## config.mk

```make
export PLATFORM = sky130hd
export DESIGN_NAME = coin_acceptor
export DESIGN_NICKNAME = d
export VERILOG_FILES = /design/src/rtl/vend_pkg.sv /design/src/rtl/coin_acceptor_sync2.sv /design/src/rtl/coin_acceptor.sv
export SDC_FILE = /design/constraint.sdc
export NUM_CORES = 1
export LEC_CHECK = 0
export ABC_AREA = 0
export CAP_MARGIN = 40
export CORE_AREA = 3 3 44 46
export CTS_BUF_LIST = sky130_fd_sc_hd__clkbuf_4
export DETAILED_ROUTE_END_ITERATION = 8
export DIE_AREA = 0 0 47 49
export MAX_ROUTING_LAYER = met4
export PLACE_DENSITY_LB_ADDON = 0.25
export SYNTH_ARGS = -nofsm -noshare
export SYNTH_HDL_FRONTEND = slang
export SYNTH_SLANG_ARGS = --single-unit
```

## constraint.sdc

```tcl
create_clock -name clock -period 1.55 [get_ports clock]
set_input_delay 0.31 -clock clock [delete_from_list [all_inputs] [get_ports clock]]
set_output_delay 0.31 -clock clock [all_outputs]
set_load 0.02 [all_outputs]
```

## src/rtl/vend_pkg.sv

```systemverilog
// Shared coin codes and acceptor state type for the vending front end and vend FSM.
package vend_pkg;

  localparam logic [1:0] COIN_NONE   = 2'd0;
  localparam logic [1:0] COIN_NICKEL = 2'd1;
  localparam logic [1:0] COIN_DIME   = 2'd2;
  localparam logic [1:0] COIN_BAD    = 2'd3;

  typedef enum logic [2:0] {
    IDLE,
    QUAL,
    EMIT,
    RELEASE,
    GAP
  } acceptor_state_t;

  // Sensor pattern {dime, nickel} to coin code; a dual-sensor hit maps to
  // COIN_BAD only when the caller treats it as a reject.
  function automatic logic [1:0] pattern_code(input logic [1:0] pat, input logic reject_both);
    logic [1:0] code;
    code = COIN_NONE;
    case (pat)
      2'b01:   code = COIN_NICKEL;
      2'b10:   code = COIN_DIME;
      2'b11:   code = reject_both ? COIN_BAD : COIN_DIME;
      default: code = COIN_NONE;
    endcase
    return code;
  endfunction

endpackage

```

## src/rtl/coin_acceptor_sync2.sv

```systemverilog
// Single-bit two-flop synchronizer with synchronous active-high reset.
module sync2 (
  input  logic clock,
  input  logic reset,
  input  logic d,
  output logic q
);

  logic meta;

  always_ff @(posedge clock) begin
    if (reset) begin
      meta <= 1'b0;
      q    <= 1'b0;
    end else begin
      meta <= d;
      q    <= meta;
    end
  end

endmodule

```

## src/rtl/coin_acceptor.sv

```systemverilog
// Coin sensor front end: synchronize, debounce, qualify and emit one code per coin.
// Optional COIN_REJECT_EN: a qualified dual-sensor hit pulses coin_reject instead of a dime.
module coin_acceptor
  import vend_pkg::*;
#(
  parameter int unsigned DEBOUNCE_CYCLES = 4,
  parameter int unsigned GAP_CYCLES      = 2
) (
  input  logic       clock,
  input  logic       reset,
  input  logic       nickel_sense,
  input  logic       dime_sense,
  output logic [1:0] coin,
  output logic       coin_reject,
  output logic       busy
);

  localparam int unsigned CNT_MAX = (DEBOUNCE_CYCLES > GAP_CYCLES) ? DEBOUNCE_CYCLES : GAP_CYCLES;
  localparam int unsigned CW      = $clog2(CNT_MAX + 1);
  localparam logic [CW-1:0] DEB_C = CW'(DEBOUNCE_CYCLES);
  localparam logic [CW-1:0] GAP_C = CW'(GAP_CYCLES);
  localparam logic [CW-1:0] ONE_C = CW'(1);

  logic            s_n;
  logic            s_d;
  logic [1:0]      pat;
  acceptor_state_t state, state_d;
  logic [CW-1:0]   cnt, cnt_d;
  logic [1:0]      cap, cap_d;
  logic [1:0]      coin_q, coin_d;
  logic [1:0]      emit_code;

  sync2 u_sync_nickel (
    .clock (clock),
    .reset (reset),
    .d     (nickel_sense),
    .q     (s_n)
  );

  sync2 u_sync_dime (
    .clock (clock),
    .reset (reset),
    .d     (dime_sense),
    .q     (s_d)
  );

  assign pat = {s_d, s_n};

`ifdef COIN_REJECT_EN
  logic rej_q, rej_d;
  logic emit_rej;

  always_comb begin
    emit_code = pattern_code(cap, 1'b1);
    emit_rej  = (emit_code == COIN_BAD);
    if (emit_rej) begin
      emit_code = COIN_NONE;
    end
  end

  always_ff @(posedge clock) begin
    if (reset) begin
      rej_q <= 1'b0;
    end else begin
      rej_q <= rej_d;
    end
  end

  assign coin_reject = rej_q;
`else
  always_comb begin
    emit_code = pattern_code(cap, 1'b0);
  end

  assign coin_reject = 1'b0;
`endif

  // The output register defaults to none every cycle, so a loaded code
  // lives only for the single EMIT cycle.
  always_comb begin
    state_d = state;
    cnt_d   = cnt;
    cap_d   = cap;
    coin_d  = COIN_NONE;
`ifdef COIN_REJECT_EN
    rej_d   = 1'b0;
`endif
    case (state)
      IDLE: begin
        if (pat != 2'b00) begin
          cap_d   = pat;
          cnt_d   = ONE_C;
          state_d = QUAL;
        end
      end
      QUAL: begin
        if (pat == 2'b00) begin
          state_d = IDLE;
        end else if (pat != cap) begin
          cap_d = pat;
          cnt_d = ONE_C;
        end else if (cnt == DEB_C) begin
          state_d = EMIT;
          coin_d  = emit_code;
`ifdef COIN_REJECT_EN
          rej_d   = emit_rej;
`endif
        end else begin
          cnt_d = cnt + ONE_C;
        end
      end
      EMIT: begin
        state_d = RELEASE;
        cnt_d   = '0;
      end
      RELEASE: begin
        if (pat != 2'b00) begin
          cnt_d = '0;
        end else if (cnt == DEB_C) begin
          state_d = GAP;
          cnt_d   = '0;
        end else begin
          cnt_d = cnt + ONE_C;
        end
      end
      GAP: begin
        if (cnt == GAP_C) begin
          state_d = IDLE;
        end else begin
          cnt_d = cnt + ONE_C;
        end
      end
      default: begin
        state_d = RELEASE;
        cnt_d   = '0;
      end
    endcase
  end

  // Resetting into RELEASE keeps a sensor held across reset from emitting.
  always_ff @(posedge clock) begin
    if (reset) begin
      state  <= RELEASE;
      cnt    <= '0;
      cap    <= 2'b00;
      coin_q <= COIN_NONE;
    end else begin
      state  <= state_d;
      cnt    <= cnt_d;
      cap    <= cap_d;
      coin_q <= coin_d;
    end
  end

  assign coin = coin_q;
  assign busy = (state != IDLE);

endmodule

```

== After elaboration in Yosys (flattened, before gate mapping) ==
Index checks and enable logic that the tools add are counted.
Widths: inputs -> output; s select.

* Output and inout port bits: 4
* Register bits: 14
* Bits of input ports: 4
* Logic and storage cells: 60

* Add/sub/neg operators: 1
* Reduce and logical (&&, ||, !) cells: 10
* Eq/ne operators: 19
* Mux-type cells: 20
* Bitwise gates (word level): 2

{| class="wikitable"
|+ Operator list
! operator !! number
|-
| $mux 3 || 13
|-
| $pmux 3 s4 || 2
|-
| $ne 2x2->1 const B || 7
|-
| $ne 3x3->1 const B || 3
|-
| $pmux 2 s2 || 2
|-
| $reduce_and 4->1 || 2
|-
| $eq 3x2->1 const B || 2
|-
| $eq 3x3->1 const B || 2
|-
| $mux 2 || 3
|-
| $reduce_and 6->1 || 1
|-
| $reduce_or 5->1 || 1
|-
| $eq 2x2->1 const B || 2
|-
| $reduce_bool 2->1 || 2
|-
| $add 3x1->3 const B || 1
|-
| $eq 3x1->1 const B || 1
|-
| $logic_not 3->1 || 1
|-
| $reduce_bool 3->1 || 1
|-
| $eq 2x1->1 const B || 1
|-
| $logic_not 2->1 || 1
|-
| $ne 2x2->1 || 1
|-
| $not 1->1 || 2
|-
| $reduce_or 2->1 || 1
|}

== Depth between registers and ports, before layout ==
Gate-level depths: netlist of run 1.

* Depth in word-level cells: 5
* Mapped depth: 6
* Mapped depth without buffers: 6

== Cells and area by module ==
A second synthesis of run 1 with hierarchy kept.

* Cells, all modules: 84
* Area total of the unflattened synthesis: 723.2 µm²

{| class="wikitable"
|+ By module, submodules not included
! module !! times used !! cells each !! area each (µm²)
|-
| coin_acceptor || 1 || 76 || 618.1
|-
| sync2 || 2 || 4 || 52.6
|}

== Worst setup path before layout of run 1 ==
No wires, ideal clock.

* Path type: reg2reg
* Start: register cnt[0]
* End: register cnt[0]
* Setup time: 73 ps
* Cell stages (with the launch flop): 7
* Setup slack: 19 ps
* Data arrival time: 1458 ps
* Path buffers: 0
* Data required time: 1477 ps
* Path through: dfxtp_1 > inv_1 > ha_1 > and4bb_2 > o21a_1 > or3_1 > o22ai_2

* Word-level cells in the longest chain between the ends: 5

{| class="wikitable"
|+ RTL lines
! item !! RTL line !! text
|-
| start: declaration || coin_acceptor.sv:28 || <nowiki>logic [CW-1:0] cnt, cnt_d;</nowiki>
|-
| start signal: assignment || coin_acceptor.sv:149 || <nowiki>cnt <= cnt_d;</nowiki>
|-
| $add 3x1->3 || coin_acceptor.sv:109, coin_acceptor.sv:123, coin_acceptor.sv:130 ||
|-
| $mux 3 || coin_acceptor.sv:102 || <nowiki>end else if (cnt == DEB_C) begin</nowiki>
|-
| $mux 3 || coin_acceptor.sv:99 || <nowiki>end else if (pat != cap) begin</nowiki>
|-
| $mux 3 || coin_acceptor.sv:97 || <nowiki>if (pat == 2'b00) begin</nowiki>
|-
| $pmux 3 s4 || coin_acceptor.sv:88 || <nowiki>case (state)</nowiki>
|}

Parallel ways exist; a longest one is shown, timed or not. The select of a mux whose other input is x is not followed.
A chain may end at the register's enable or synchronous reset.

== Final worst setup path of run 1 ==
Same ends and word-level chain as after synthesis.

==> results of run 1 <==
==> cell usage after synthesis, types with 3 or more instances <==
cell and n:
nand2_1 5, ha_1 3, nor2b_1 5, inv_1 3, dfxtp_1 14, nand2b_1 4
nor3_1 4, nor2_1 5, o21ai_0 6, a21oi_1 4
==> stage by stage <==
step / std cells / total power, mW
3_5_place_dp: 117 / 0.537
5_1_grt: 121 / 0.836
4_1_cts: 121 / 0.761
3_3_place_gp: 117 / 0.532
6_report: 121 / 0.792
2_1_floorplan: 88 / 0.493
==> registers in the layout, summed over array words and instances (netlist names) <==
signal,cells
u_sync_dime.meta,1
u_sync_dime.q,1
coin,2
cap,2
cnt,3
u_sync_nickel.meta,1
state,3
u_sync_nickel.q,1
==> metal layers <==
metal	wire length, um	GRT usage	vias up
met5	0	-	-
met4	48	0.0968	0
met3	75	0.0443	5
met2	885	0.267	19
met1	818	0.247	345
li1	-	-	346
==> power by group through the flow <==
stage	combinational [mW]	clock [mW]	sequential [mW]
final	0.170	0.227	0.394
after global routing	0.186	0.254	0.396
after CTS	0.144	0.229	0.388
after detailed placement	0.142	0	0.396
after global placement	0.137	0	0.394
after floorplan	0.0969	0	0.396
==> cell families after synthesis <==
kind of cell | share of synthesized area
xor gates and xnor gates | 0.0392
DFF | 0.337
adders and majority gates | 0.0452
AOI/OAI and AO/OA | 0.190
buffers and inverters | 0.0467
and+or+nand+nor | 0.337
other | 0.00451
==> worst max-delay path: stages, from the launching register on <==
cell,delay (ns)
dfxtp_2,0.36
inv_4,0.05
ha_4,0.16
and4bb_2,0.22
o21a_1,0.19
or3_1,0.33
o22ai_2,0.14
==> timing repair <==
action                                  4_1_cts  5_1_grt
pin swaps                                     0        0
gates resized for setup                       6       14
endpoints found under the setup margin        2        7
buffers inserted                              0        0
==> area by class of cell <==
type                    count  area share
flip-flops and latches     14       0.272
multi-input cells          67       0.536
inverters                   3      0.0132
repair buffers             17       0.134
clock buffers               3      0.0216
well taps                  16      0.0192
clock inverters             1     0.00360
==> how the worst max path moves through the flow <==
stage               startpoint      to  slack (ns)  cells past startpoint
floorplan               cnt[0]  cnt[0]        0.02                      6
CTS                     cnt[0]  cnt[0]       0.007                      6
finish                  cnt[0]  cnt[0]        0.03                      6
global placement        cnt[0]  cnt[0]        0.02                      6
global route            cnt[2]  cnt[0]       -0.05                      4
detailed placement      cnt[0]  cnt[0]       -0.02                      6
==> run metrics, run 1 <==
Hold-fix buffers, CTS=0; DRT iter0 DRCs=28; Slew Viols, Final=0; initial core utilization=0.539; RR Endpoint=cnt[0]; global-route wire length before repair=3040 um; synth unique cells=40; Synth warnings=0; Routed WL per cell=15.1 um; Vias=715; vias in the first global route=644; commonest cells after routing, fill and taps aside=11 x dfxtp_1, 11 x buf_4; RSZ-0062 raised after global routing=true; total CTS buffers=3; core area=0.00154 mm^2; max-cap violations=0; CTS tree=done; Design Area, Final=0.00104 mm^2; areal power density over the cells=759 mW/mm^2; DP Wirelength=1270 um; Hold Path Stages=1; Sequential Area=284 um^2; Synth Flop Type=dfxtp_1; TritonRoute pass-1 iters=4; gr usage total=0.190; final hold vios=0; Syn-to-layout area delta=25.6%; Final Skew=0.00312 ns; CP Max Fanout=3; Cell Area, Synth=831 um^2; row cnt=14; worst reg2reg path startpoint=cnt[0]; ratio of cells with drive above 1 in the final layout=0.343; largest net degree at the start of global routing=10; sequential cell area fraction in the yosys report=0.337; WHS Endpoint=u_sync_dime.q; Sw Share=0.295; FMAX=659 MHz; GP Congestion=0.875; Sequential Power Share=0.498; worst hold slack=0.445 ns; kind of critical path=reg -> reg; total gr overflow=0; Synth area leaders=dfxtp_1 34%, ha_1 4.5%, xor2_2 3.9%; H-tree depth=1; Fillers=121; dpl cell area=966 um^2; Die Footprint=0.00230 mm^2; Hold Crit Class=reg -> reg; NumNets Final=113; post-route antenna net violation count=0; Synth Register Bits=14; flop-to-flop setup slack=0.03 ns; synthesized area per cell=9.44 um^2; internal power=0.559 mW; Reg clk slew, reported paths=0.09 ns; part of the power in the clock network=0.287; Hold Path Origin=u_sync_dime.meta; Max clock buf depth=2; I/O Buffers=6; vias per cell=5.91; Crit. End Element=flip-flop; Multi-input gate area=559 um^2; DR DRC count=0; WP data arrival=1.74 ns; Syn Nets=95; P_leak=0.411 nW; Die Wd=47 um; Clock Tree Root=clkbuf_4; Worst-Skew Late Latency=0.29 ns; Fin Setup TNS=0 ns; status=finished, final reports clean; die height=49 um; worst path required time=1.78 ns; final core utilization=0.677; Setup WS pre-CTS=-0.0194 ns; post-synth top area cell=dfxtp_1; post-synth top area share=0.337; n_diodes=0; FF-to-FF path depth=6; ratio of final minimum period to clock period=0.980; final WL=1830 um; fin crit period=1.52 ns; IO Count=8; maximum vdd drop=0.648 mV; clock sink count=14; Switch Pwr=0.233 mW; Startpoint Class=flip-flop; antenna violations before repair=0; Setup violations, final=0; number of synthesized flops with an enable pin=0; Gate power share=0.215; async set-reset flop share out of synthesis=0; PnR worst setup slack=0.0316 ns; Post-Synthesis Cells=88
Note: power is estimated with default switching activity, not from simulation.
==> inputs of run 2 (changes only) <==
==> constraint.sdc (replaced) <==
create_clock -name clock -period 1.55 [get_ports clock]
set_input_delay 0.3875 -clock clock [delete_from_list [all_inputs] [get_ports clock]]
set_output_delay 0.3875 -clock clock [all_outputs]
set_load 0.02 [all_outputs]
==> run 2 against run 1 <==
  * The flow now finishes with violations (setup timing)
  * Final cell count did not move
  * Register-to-register slack got worse by 0.03 ns
  * Critical path depth did not move
  * Power fell by 1.9%
  * Combinational power rose by 4%
  * Wire length fell by 6.3%
  * Fmax fell by 2.1%
  * Clock-buffer cell count did not move
  * Largest power group unchanged
==> run metrics, run 2 (same netlist as run 1, synthesis figures left out) <==
total gr overflow=0 (unchanged); CTS tree=done; Crit. End Element=flip-flop; Clock Tree Root=clkbuf_4; Final Skew=0.00173 ns (-0.00140 ns); I/O Buffers=6 (unchanged); GP Congestion=0.786 (-10%); RR Endpoint=cnt[2]; Hold Path Origin=u_sync_nickel.meta; worst reg2reg path startpoint=cnt[1]; commonest non-fill, non-tap cell in the layout=buf_4; RSZ-0062 raised after global routing=true; Switch Pwr=0.216 mW (-7.5%); Setup WS pre-CTS=-0.0362 ns (-0.0168 ns); final WL=1710 um (-6.3%); Sw Share=0.278 (-0.0171); ratio of cells with drive above 1 in the final layout=0.362 (+0.0190); Hold-fix buffers, CTS=0 (unchanged); Die Footprint=0.00230 mm^2 (unchanged); ratio of final minimum period to clock period=1.00 (+0.0211); status=finished with violations; Fillers=120 (-0.83%); fin crit period=1.55 ns (+0.0327 ns); gr usage total=0.157 (-0.0326); kind of critical path=reg -> reg; P_leak=0.399 nW (-3.0%); maximum vdd drop=0.515 mV (-20%); Max clock buf depth=2 (unchanged); part of the power in the clock network=0.265 (-0.022); clock sink count=14 (unchanged); Worst-Skew Late Latency=0.27 ns (-0.02 ns); antenna violations before repair=0 (unchanged); flop-to-flop setup slack=-0.001 ns (-0.03 ns); Syn-to-layout area delta=26.5%; largest net degree at the start of global routing=11 (+1); TritonRoute pass-1 iters=4 (unchanged); Slew Viols, Final=0 (unchanged); max-cap violations=0 (unchanged); Setup violations, final=1 (+1); NumNets Final=113 (unchanged); DR DRC count=0 (unchanged); WP data arrival=1.70 ns (-0.04 ns); final hold vios=0 (unchanged); Startpoint Class=flip-flop; Routed WL per cell=14.1 um (-6.3%); largest registers=cnt x3, state x3; IO Count=8 (unchanged); FMAX=645 MHz (-2.1%); CP Max Fanout=4 (+1); core area=0.00154 mm^2 (unchanged); DP Wirelength=1200 um (-5.8%); n_diodes=0 (unchanged); Reg clk slew, reported paths=0.08 ns (about the same); WHS Endpoint=u_sync_nickel.q; initial core utilization=0.539 (unchanged); vias per cell=5.78 (-2.2%); Hold Path Stages=1 (unchanged); worst hold slack=0.440 ns (-0.00426 ns); Sequential Power Share=0.508 (+0.010); failing checks=setup timing; post-route antenna net violation count=0 (unchanged); Vias=699 (-2.2%); die height=49 um (unchanged); PnR worst setup slack=-0.00109 ns (-0.0327 ns); vias in the first global route=618 (-4.0%); FF-to-FF path depth=6 (unchanged); areal power density over the cells=739 mW/mm^2 (-2.6%); Hold Crit Class=reg -> reg; row cnt=14 (unchanged); global-route wire length before repair=2640 um (-13%); H-tree depth=1 (unchanged); DRT iter0 DRCs=14 (-50%); internal power=0.561 mW (+0.51%); total CTS buffers=3 (unchanged); worst path required time=1.70 ns (-0.08 ns); Gate power share=0.227 (+0.012); Die Wd=47 um (unchanged); commonest cells after routing, fill and taps aside=11 x buf_4, 10 x dfxtp_1, 5 x nor2b_1, 5 x nand2_1
run 2: changes by cell type in the layout (fill, tap and decap cells not counted), sizes merged:
cell,change
dlygate4sd2,+2
clkdlybuf4s50,-1
dlymetal6s2s,-1
run 2: power groups by stage:
| stage | Sequential [mW] | Combinational [mW] | Clock, mW |
|---|---|---|---|
| finish | 0.395 | 0.176 | 0.206 |
| global route | 0.397 | 0.195 | 0.232 |
| CTS | 0.389 | 0.142 | 0.215 |
| detailed placement | 0.396 | 0.140 | 0 |
| global placement | 0.395 | 0.139 | 0 |
| floorplan | 0.396 | 0.0969 | 0 |
run 2: worst max-delay path by stage:
stage	start	endpoint	depth (start not counted)
after floorplan	cnt[0]	cnt[0]	6
after global placement	state[0]	busy	2
after detailed placement	reset	cnt[0]	3
after CTS	cnt[1]	cnt[2]	6
after global routing	cnt[1]	cnt[2]	6
final	cnt[1]	cnt[2]	6
run 2: cell type report:
class	instances	area, um^2	area share
multi-input combinational	67	571	0.543
sequential	14	285	0.271
timing repair buffer	17	135	0.129
clock buffer	3	22.5	0.0214
tap	16	20.0	0.0190
inverter	3	13.8	0.0131
clock inverter	1	3.75	0.00357
run 2: layer usage:
layer	part of all wire	wire, um	global-route usage
met1	0.44	756	0.202
met2	0.51	869	0.238
met3	0.048	82	0.0554
met4	0.0023	4	0.0276
met5	0	0	-
run 2: critical path, cell delays in order (launching register included):
cell and delay [ns]:
dfxtp_2 0.35, inv_2 0.08, ha_4 0.14, nand3_4 0.09, or4b_4 0.55, o211ai_4 0.11
o311ai_2 0.10
run 2: timing repair:
| action | 4_1_cts | 5_1_grt |
|---|---|---|
| pin swaps | 1 | 2 |
| setup endpoints to repair | 6 | 5 |
| hold endpoints to repair | 0 | 0 |
| gates resized for setup | 10 | 15 |
| setup buffers | 0 | 1 |
run 2: stage by stage:
step,std cells,cell area (um^2),power (mW),setup TNS (ns),util
finish,121,1050,0.777,-0.00109,0.682
global route,121,1050,0.824,-0.158,0.682
CTS,120,986,0.746,0,0.640
detailed placement,116,958,0.536,-0.0610,0.622
global placement,116,958,0.534,-0.0145,0.622
floorplan,88,831,0.493,0,-
